===== src/rtl/fwd_sel_ctrl_if.sv =====
`default_nettype none
// ============================================================================
// Module   : fwd_sel_ctrl_if
// Purpose  : Bundles the decode-side request signals and the forwarding and
//            stall results exchanged with fwd_sel_ctrl.
// Ports    : none (parameterised signal bundle)
//   slave  : hazard controller side
//            inputs: hold, flush, id_*
//            outputs: sel_a, sel_b, stall, stall_cnt
//   master : pipeline / decode side (directions mirrored)
// Revision : 1.0 - initial release
// ============================================================================
interface fwd_sel_ctrl_if #(
    parameter int REG_ADDR_W = 5,
    parameter int CNT_W      = 16
) ();

    logic                  hold;
    logic                  flush;
    logic                  id_valid;
    logic [REG_ADDR_W-1:0] id_rs1;
    logic [REG_ADDR_W-1:0] id_rs2;
    logic                  id_rs1_used;
    logic                  id_rs2_used;
    logic [REG_ADDR_W-1:0] id_rd;
    logic                  id_reg_write;
    logic                  id_is_load;
    logic [1:0]            sel_a;
    logic [1:0]            sel_b;
    logic                  stall;
    logic [CNT_W-1:0]      stall_cnt;

    modport slave (
        input  hold, flush, id_valid, id_rs1, id_rs2, id_rs1_used, id_rs2_used,
               id_rd, id_reg_write, id_is_load,
        output sel_a, sel_b, stall, stall_cnt
    );

    modport master (
        output hold, flush, id_valid, id_rs1, id_rs2, id_rs1_used, id_rs2_used,
               id_rd, id_reg_write, id_is_load,
        input  sel_a, sel_b, stall, stall_cnt
    );

endinterface : fwd_sel_ctrl_if
`default_nettype wire


===== src/rtl/fwd_sel_ctrl.sv =====
`default_nettype none
// ============================================================================
// Module   : fwd_sel_ctrl
// Purpose  : Forwarding-select and load-use hazard controller for a 6-stage
//            pipeline. Tracks the destinations of the instructions in the EX,
//            MEM and WB slots, produces registered 2-bit ALU operand mux
//            selects (00 regfile, 01 EX/MEM, 10 MEM/WB, 11 WB bypass),
//            a combinational decode stall, and a saturating stall counter.
// Ports    : clk       - clock, all state updates on the rising edge
//            rst       - synchronous active-high reset
//            ctrl_if   - fwd_sel_ctrl_if.slave bundle (hold, flush, decode
//                        instruction fields in; sel_a, sel_b, stall,
//                        stall_cnt out)
// Options  : FWD_ZERO_REG_FILTER_EN - when defined, register x0 is never
//            forwarded and never causes a stall.
// Revision : 1.0 - initial release
// ============================================================================
module fwd_sel_ctrl #(
    parameter int REG_ADDR_W = 5,
    parameter int CNT_W      = 16
) (
    input  wire logic            clk,
    input  wire logic            rst,
    fwd_sel_ctrl_if.slave        ctrl_if
);

    typedef struct packed {
        logic                  valid;
        logic [REG_ADDR_W-1:0] rd;
        logic                  reg_write;
        logic                  is_load;
    } slot_t;

    localparam logic [CNT_W-1:0] c_cnt_max = '1;

    slot_t            ex_q,  ex_d;
    slot_t            mem_q, mem_d;
    slot_t            wb_q,  wb_d;
    logic [1:0]       sel_a_q, sel_a_d;
    logic [1:0]       sel_b_q, sel_b_d;
    logic [CNT_W-1:0] cnt_q, cnt_d;
    logic             stall;

    // A producer slot supplies the operand only if it is live, writes a
    // register, and that register is the one the decode instruction reads.
    function automatic logic slot_match(slot_t s, logic [REG_ADDR_W-1:0] rs,
                                        logic used);
        logic hit;
        hit = s.valid && s.reg_write && used && (s.rd == rs);
`ifdef FWD_ZERO_REG_FILTER_EN
        hit = hit && (s.rd != '0);
`endif
        return hit;
    endfunction

    // Youngest producer wins: check EX first, then MEM, then WB.
    function automatic logic [1:0] fwd_sel(slot_t ex_s, slot_t mem_s,
                                           slot_t wb_s,
                                           logic [REG_ADDR_W-1:0] rs,
                                           logic used);
        logic [1:0] sel;
        sel = 2'b00;
        if (slot_match(ex_s, rs, used)) begin
            sel = 2'b01;
        end else if (slot_match(mem_s, rs, used)) begin
            sel = 2'b10;
        end else if (slot_match(wb_s, rs, used)) begin
            sel = 2'b11;
        end
`ifdef FWD_ZERO_REG_FILTER_EN
        if (rs == '0) begin
            sel = 2'b00;
        end
`endif
        return sel;
    endfunction

    // Only a load in EX forces a bubble; anything further ahead is
    // already forwardable from a pipeline latch.
    always_comb begin
        stall = ctrl_if.id_valid && !ctrl_if.flush && !ctrl_if.hold &&
                ex_q.is_load &&
                (slot_match(ex_q, ctrl_if.id_rs1, ctrl_if.id_rs1_used) ||
                 slot_match(ex_q, ctrl_if.id_rs2, ctrl_if.id_rs2_used));
    end

    always_comb begin
        ex_d    = ex_q;
        mem_d   = mem_q;
        wb_d    = wb_q;
        sel_a_d = sel_a_q;
        sel_b_d = sel_b_q;
        cnt_d   = cnt_q;

        if (!ctrl_if.hold) begin
            wb_d  = mem_q;
            mem_d = ex_q;
            if (stall || ctrl_if.flush || !ctrl_if.id_valid) begin
                ex_d    = '0;
                sel_a_d = 2'b00;
                sel_b_d = 2'b00;
            end else begin
                ex_d.valid     = 1'b1;
                ex_d.rd        = ctrl_if.id_rd;
                ex_d.reg_write = ctrl_if.id_reg_write;
                ex_d.is_load   = ctrl_if.id_is_load;
                sel_a_d = fwd_sel(ex_q, mem_q, wb_q, ctrl_if.id_rs1,
                                  ctrl_if.id_rs1_used);
                sel_b_d = fwd_sel(ex_q, mem_q, wb_q, ctrl_if.id_rs2,
                                  ctrl_if.id_rs2_used);
            end
            // stall already excludes hold; counter saturates without wrap.
            if (stall && (cnt_q != c_cnt_max)) begin
                cnt_d = cnt_q + 1'b1;
            end
        end
    end

    always_ff @(posedge clk) begin
        if (rst) begin
            ex_q    <= '0;
            mem_q   <= '0;
            wb_q    <= '0;
            sel_a_q <= 2'b00;
            sel_b_q <= 2'b00;
            cnt_q   <= '0;
        end else begin
            ex_q    <= ex_d;
            mem_q   <= mem_d;
            wb_q    <= wb_d;
            sel_a_q <= sel_a_d;
            sel_b_q <= sel_b_d;
            cnt_q   <= cnt_d;
        end
    end

    // The WB slot's load flag is carried for slot uniformity only; nothing
    // downstream of WB needs it.
    logic w_unused;
    assign w_unused = wb_q.is_load;

    assign ctrl_if.sel_a     = sel_a_q;
    assign ctrl_if.sel_b     = sel_b_q;
    assign ctrl_if.stall     = stall;
    assign ctrl_if.stall_cnt = cnt_q;

endmodule : fwd_sel_ctrl
`default_nettype wire

===== src/flat_wrapper.sv =====
// flat-port wrapper written by rule: the top's interface ports become plain ports
module fwd_sel_ctrl_flat 
#(
    parameter int REG_ADDR_W = 5,
    parameter int CNT_W      = 16
)
  (clk, rst, ctrl_if_hold, ctrl_if_flush, ctrl_if_id_valid, ctrl_if_id_rs1, ctrl_if_id_rs2, ctrl_if_id_rs1_used, ctrl_if_id_rs2_used, ctrl_if_id_rd, ctrl_if_id_reg_write, ctrl_if_id_is_load, ctrl_if_sel_a, ctrl_if_sel_b, ctrl_if_stall, ctrl_if_stall_cnt);
  fwd_sel_ctrl_if #(.REG_ADDR_W(REG_ADDR_W), .CNT_W(CNT_W)) ctrl_if_i ();
  input  wire logic clk;
  input  wire logic rst;
  input wire logic [$bits(ctrl_if_i.hold)-1:0] ctrl_if_hold;
  input wire logic [$bits(ctrl_if_i.flush)-1:0] ctrl_if_flush;
  input wire logic [$bits(ctrl_if_i.id_valid)-1:0] ctrl_if_id_valid;
  input wire logic [$bits(ctrl_if_i.id_rs1)-1:0] ctrl_if_id_rs1;
  input wire logic [$bits(ctrl_if_i.id_rs2)-1:0] ctrl_if_id_rs2;
  input wire logic [$bits(ctrl_if_i.id_rs1_used)-1:0] ctrl_if_id_rs1_used;
  input wire logic [$bits(ctrl_if_i.id_rs2_used)-1:0] ctrl_if_id_rs2_used;
  input wire logic [$bits(ctrl_if_i.id_rd)-1:0] ctrl_if_id_rd;
  input wire logic [$bits(ctrl_if_i.id_reg_write)-1:0] ctrl_if_id_reg_write;
  input wire logic [$bits(ctrl_if_i.id_is_load)-1:0] ctrl_if_id_is_load;
  output wire logic [$bits(ctrl_if_i.sel_a)-1:0] ctrl_if_sel_a;
  output wire logic [$bits(ctrl_if_i.sel_b)-1:0] ctrl_if_sel_b;
  output wire logic [$bits(ctrl_if_i.stall)-1:0] ctrl_if_stall;
  output wire logic [$bits(ctrl_if_i.stall_cnt)-1:0] ctrl_if_stall_cnt;
  assign ctrl_if_i.hold = ctrl_if_hold;
  assign ctrl_if_i.flush = ctrl_if_flush;
  assign ctrl_if_i.id_valid = ctrl_if_id_valid;
  assign ctrl_if_i.id_rs1 = ctrl_if_id_rs1;
  assign ctrl_if_i.id_rs2 = ctrl_if_id_rs2;
  assign ctrl_if_i.id_rs1_used = ctrl_if_id_rs1_used;
  assign ctrl_if_i.id_rs2_used = ctrl_if_id_rs2_used;
  assign ctrl_if_i.id_rd = ctrl_if_id_rd;
  assign ctrl_if_i.id_reg_write = ctrl_if_id_reg_write;
  assign ctrl_if_i.id_is_load = ctrl_if_id_is_load;
  assign ctrl_if_sel_a = ctrl_if_i.sel_a;
  assign ctrl_if_sel_b = ctrl_if_i.sel_b;
  assign ctrl_if_stall = ctrl_if_i.stall;
  assign ctrl_if_stall_cnt = ctrl_if_i.stall_cnt;
  fwd_sel_ctrl #(.REG_ADDR_W(REG_ADDR_W), .CNT_W(CNT_W)) u_core (.clk(clk), .rst(rst), .ctrl_if(ctrl_if_i));
endmodule

===== config.mk =====
export PLATFORM = sky130hd
export DESIGN_NAME = fwd_sel_ctrl_flat
export DESIGN_NICKNAME = d
export VERILOG_FILES = /design/src/rtl/fwd_sel_ctrl_if.sv /design/src/rtl/fwd_sel_ctrl.sv /design/src/flat_wrapper.sv
export SDC_FILE = /design/constraint.sdc
export NUM_CORES = 1
export LEC_CHECK = 0
export BUFFER_PORTS_ARGS = -buffer_cell sky130_fd_sc_hd__buf_2
export CORE_AREA = 3 3 85 87
export DETAILED_ROUTE_END_ITERATION = 16
export DIE_AREA = 0 0 88 90
export PLACE_DENSITY_LB_ADDON = 0.12
export SLEW_MARGIN = 5
export SYNTH_ARGS = -nofsm -noshare
export SYNTH_HDL_FRONTEND = slang
export SYNTH_SLANG_ARGS = --single-unit

===== constraint.sdc =====
create_clock -name clk -period 2 [get_ports clk]
set_input_delay 0 -clock clk [delete_from_list [all_inputs] [get_ports clk]]
set_output_delay 0 -clock clk [all_outputs]
set_load 0.02 [all_outputs]

==> results.py <==
metrics = {
    "synthesis": {
        "synth_cell_type_count": 40,
        "synth_area_sq_um": 2210,
        "synth_edf_count": 0,
        "async_flop_share": 0,
        "most_used_standard_cells_in_the_synthesized_netlist": "sky130_fd_sc_hd__dfxtp_1, sky130_fd_sc_hd__nor2_1, sky130_fd_sc_hd__xor2_1, sky130_fd_sc_hd__a21oi_1, sky130_fd_sc_hd__mux2i_1",
        "syn-num-nets": 271,
        "synth.area.top_cells": "sky130_fd_sc_hd__dfxtp_1, sky130_fd_sc_hd__xor2_1, sky130_fd_sc_hd__mux2i_1",
        "yosys_warnings": 0,
        "synth-seq-cells": 42,
        "post-synth-top-area-cell": "sky130_fd_sc_hd__dfxtp_1",
        "synthesis.instances": 246,
        "post-synth-top-area-fraction": 0.380,
        "synth_seq_area_share": 0.380,
        "synth_top_flop_cell": "sky130_fd_sc_hd__dfxtp_1",
        "synth.most_common_cell": "sky130_fd_sc_hd__dfxtp_1",
        "post_synth.cell_area_avg_sq_um": 9.00,
    },
    "die": {
        "coreArea_sq_um": 6420,
        "dieWidth_microns": 88,
        "boundaryPins": 45,
        "effective_utilization_at_floorplan": 0.345,
        "dieHeight_microns": 90,
        "floorplan.die_area_sq_um": 7920,
        "fp_rows": 29,
    },
    "sta": {
        "slew_headroom": 0.697,
        "setup_viol_count_final": 0,
        "fmax_ghz": 0.509,
        "skew_ns": 0.0122,
        "final.min_clock_period_ns": 1.96,
        "final-max-slew-violation-count": 0,
        "fin_tns_setup_ns": 0,
        "final_hold_viol_count": 0,
        "finalCritPeriodShare": 0.982,
        "worst_slew_pin_slew_ns": 0.450,
        "grt_setup_unrepaired": "yes",
    },
    "power": {
        "power.combinational.fraction": 0.086,
        "static-leakage-power_nw": 1.18,
        "max-vdd-ir-drop_mv": 0.268,
        "switching_share": 0.230,
        "total_switching_power_uw": 375,
        "powerDensity_nw_per_um2": 562,
        "p_seq_frac": 0.521,
        "power.internal_mw": 1.26,
        "clock_power_share": 0.393,
    },
    "placement": {
        "portBuffers": 44,
        "gp_congestion": 0.806,
        "post-dp-hpwl_microns": 4200,
    },
    "cts": {
        "clock-sinks": 42,
        "insertion_delay_ns": 0.30,
        "cts_inserted_buffers": 5,
        "cts_tree": "yes",
        "cts_htree_levels": 2,
        "clock_tree.buffer_depth": 2,
        "cts.root.buffer_cell": "sky130_fd_sc_hd__clkbuf_8",
        "worst_setup_hold_path_clk_slew_ns": 0.08,
    },
    "detailed_routing": {
        "post_detailed_route_wirelength_per_cell_microns": 15.2,
        "route.vias.total": 2059,
        "detail_route.drc_violations": 0,
        "detail_route.iter0.violations": 72,
        "drt_pre_antenna_iters": 4,
        "finalWirelength_microns": 5990,
        "via_per_instance_ratio": 5.21,
        "ant_nets_after_route": 0,
    },
    "critical_path": {
        "timing.critical_path.arrival_ns": 2.19,
        "timing.reg2reg.setup_slack_ns": 0.04,
        "endpoint_kind": "flop",
        "critical_path_class": "reg -> reg",
        "crit_buf_inv": 1,
        "worst-path-max-fanout": 17,
        "regToRegEndpoint": "u_core.ctrl_if.stall_cnt[7]",
        "critical-path-top-delay-family": "simple AND/OR/NAND/NOR gates",
        "timing.critical_path.from_type": "flop",
        "r2r_cells": 6,
        "timing.critical_path.slowest_cell_delay_ns": 0.50,
        "crit_path_cell_trace": "xor2_1 > nor4_2 > a22oi_2 > buf_12 > or4_1 > a21oi_1",
        "worst_path_slowest_cell": "sky130_fd_sc_hd__or4_1",
        "worst_r2r_startpoint": "u_core.ex_q[4]",
        "critical_path_required_ns": 2.22,
    },
    "layout": {
        "drive_above_1_share": 0.302,
        "fin_util": 0.452,
        "area_delta_synth_final_pct": 31.2,
        "finalNetCount": 342,
        "antenna_cells_inserted": 0,
    },
    "hold_path": {
        "worst_hold_path_type": "in -> reg",
        "min_delay_path_depth": 2,
        "worst_hold_path.endpoint": "u_core.wb_q[4]",
        "worstHoldStart": "rst",
    },
    "global_route": {
        "grt.overflow.total": 0,
        "grt_pass1_wl_microns": 9940,
        "vias_in_the_first_global_route": 1965,
        "number_of_antenna_violations_at_the_first_check_in_global_routing": 0,
        "grt_util_all_layers": 0.157,
        "grt_max_degree": 35,
    },
    "status": {
        "status": "completed",
    },
    "flow_run": {
        "timing.max_cap.violations": 0,
    },
}
## worst max-delay path by stage
stage / start / endpoint / slack, ns / cells after the start
3_5_place_dp: u_core.ctrl_if.stall_cnt[0] / u_core.ctrl_if.stall_cnt[8] / -0.04 / 6
4_1_cts: u_core.ex_q[6] / u_core.ctrl_if.stall_cnt[7] / 0.007 / 6
3_3_place_gp: u_core.ctrl_if.stall_cnt[0] / u_core.ctrl_if.stall_cnt[12] / -0.001 / 6
5_1_grt: u_core.ex_q[4] / u_core.ctrl_if.stall_cnt[1] / -0.06 / 6
6_report: u_core.ex_q[4] / u_core.ctrl_if.stall_cnt[7] / 0.04 / 6
2_1_floorplan: u_core.ctrl_if.stall_cnt[0] / u_core.ctrl_if.stall_cnt[12] / 0.03 / 7
## timing repair
action	4_1_cts	5_1_grt
cloned	0	1
gates resized for setup	1	8
setup buffers	0	4
pin swaps	0	2
hold buffers	7	0
endpoints found under the hold margin	7	0
setup endpoints to repair	4	27
## metal layers
layer,routed length [microns],vias up,track usage
met5,0,-,0
met4,89,0,0.0537
met3,278,7,0.0274
met2,2720,45,0.241
met1,2890,953,0.218
li1,-,1054,-
## cell type report
type | instances | area, sq um
Timing Repair Buffer | 77 | 515
Fill cell | 628 | 3520
Tap cell | 77 | 96.3
Clock buffer | 8 | 110
Sequential cell | 42 | 847
Inverter | 2 | 7.51
Multi-Input combinational cell | 189 | 1330
## per-stage QoR
stage	power [mW]	worst slack, ns	hold slack, ns	instance area, sq um	cells
after floorplan	0.940	0.0306	0.133	2220	246
after global placement	0.998	-0.00105	0.216	2640	375
after detailed placement	0.998	-0.0440	0.219	2640	375
after CTS	1.66	0.00712	0.103	2830	390
after global routing	1.70	-0.0635	0.126	2900	395
final	1.63	0.0367	0.111	2900	395
## cells in the final DEF, fill, tap and decap left out, types with 5 or more instances in the layout
cell	n
sky130_fd_sc_hd__a21oi_1	15
sky130_fd_sc_hd__a22o_1	7
sky130_fd_sc_hd__buf_2	44
sky130_fd_sc_hd__buf_4	24
sky130_fd_sc_hd__clkbuf_8	8
sky130_fd_sc_hd__dfxtp_1	37
sky130_fd_sc_hd__dfxtp_2	5
sky130_fd_sc_hd__dlygate4sd3_1	7
sky130_fd_sc_hd__mux2i_1	14
sky130_fd_sc_hd__nand2_1	13
sky130_fd_sc_hd__nand3_1	12
sky130_fd_sc_hd__nand4_1	10
sky130_fd_sc_hd__nor2_1	24
sky130_fd_sc_hd__o31ai_1	12
sky130_fd_sc_hd__or4_1	11
sky130_fd_sc_hd__xnor2_1	10
sky130_fd_sc_hd__xor2_1	20
## state kept, by name (all words and copies together), names as in the netlist
signal	cells
u_core.mem_q	7
u_core.wb_q	7
u_core.ctrl_if.sel_a	2
u_core.ctrl_if.stall_cnt	16
u_core.ex_q	8
u_core.ctrl_if.sel_b	2
## power by group through the flow
stage	sequential [mW]	clock (mW)	combinational, mW
4_1_cts	0.850	0.665	0.140
2_1_floorplan	0.868	0	0.0718
5_1_grt	0.852	0.697	0.154
3_5_place_dp	0.870	0	0.128
3_3_place_gp	0.870	0	0.128
6_report	0.851	0.642	0.140
## logic make-up (layout without fill, tap and decap cells)
kind of cell | Yosys count | count (layout) | share of synthesized area
buffers and inverters | 15 | 87 | 0.0311
AND/OR/NAND/NOR | 96 | 96 | 0.251
XOR/XNOR | 30 | 30 | 0.119
flip-flops | 42 | 42 | 0.380
multiplexers | 15 | 15 | 0.0684
adder cells (fa/ha/maj) | 1 | 1 | 0.00565
AO/OA/AOI/OAI | 47 | 47 | 0.145
Note: power is estimated with default switching activity, not from simulation.
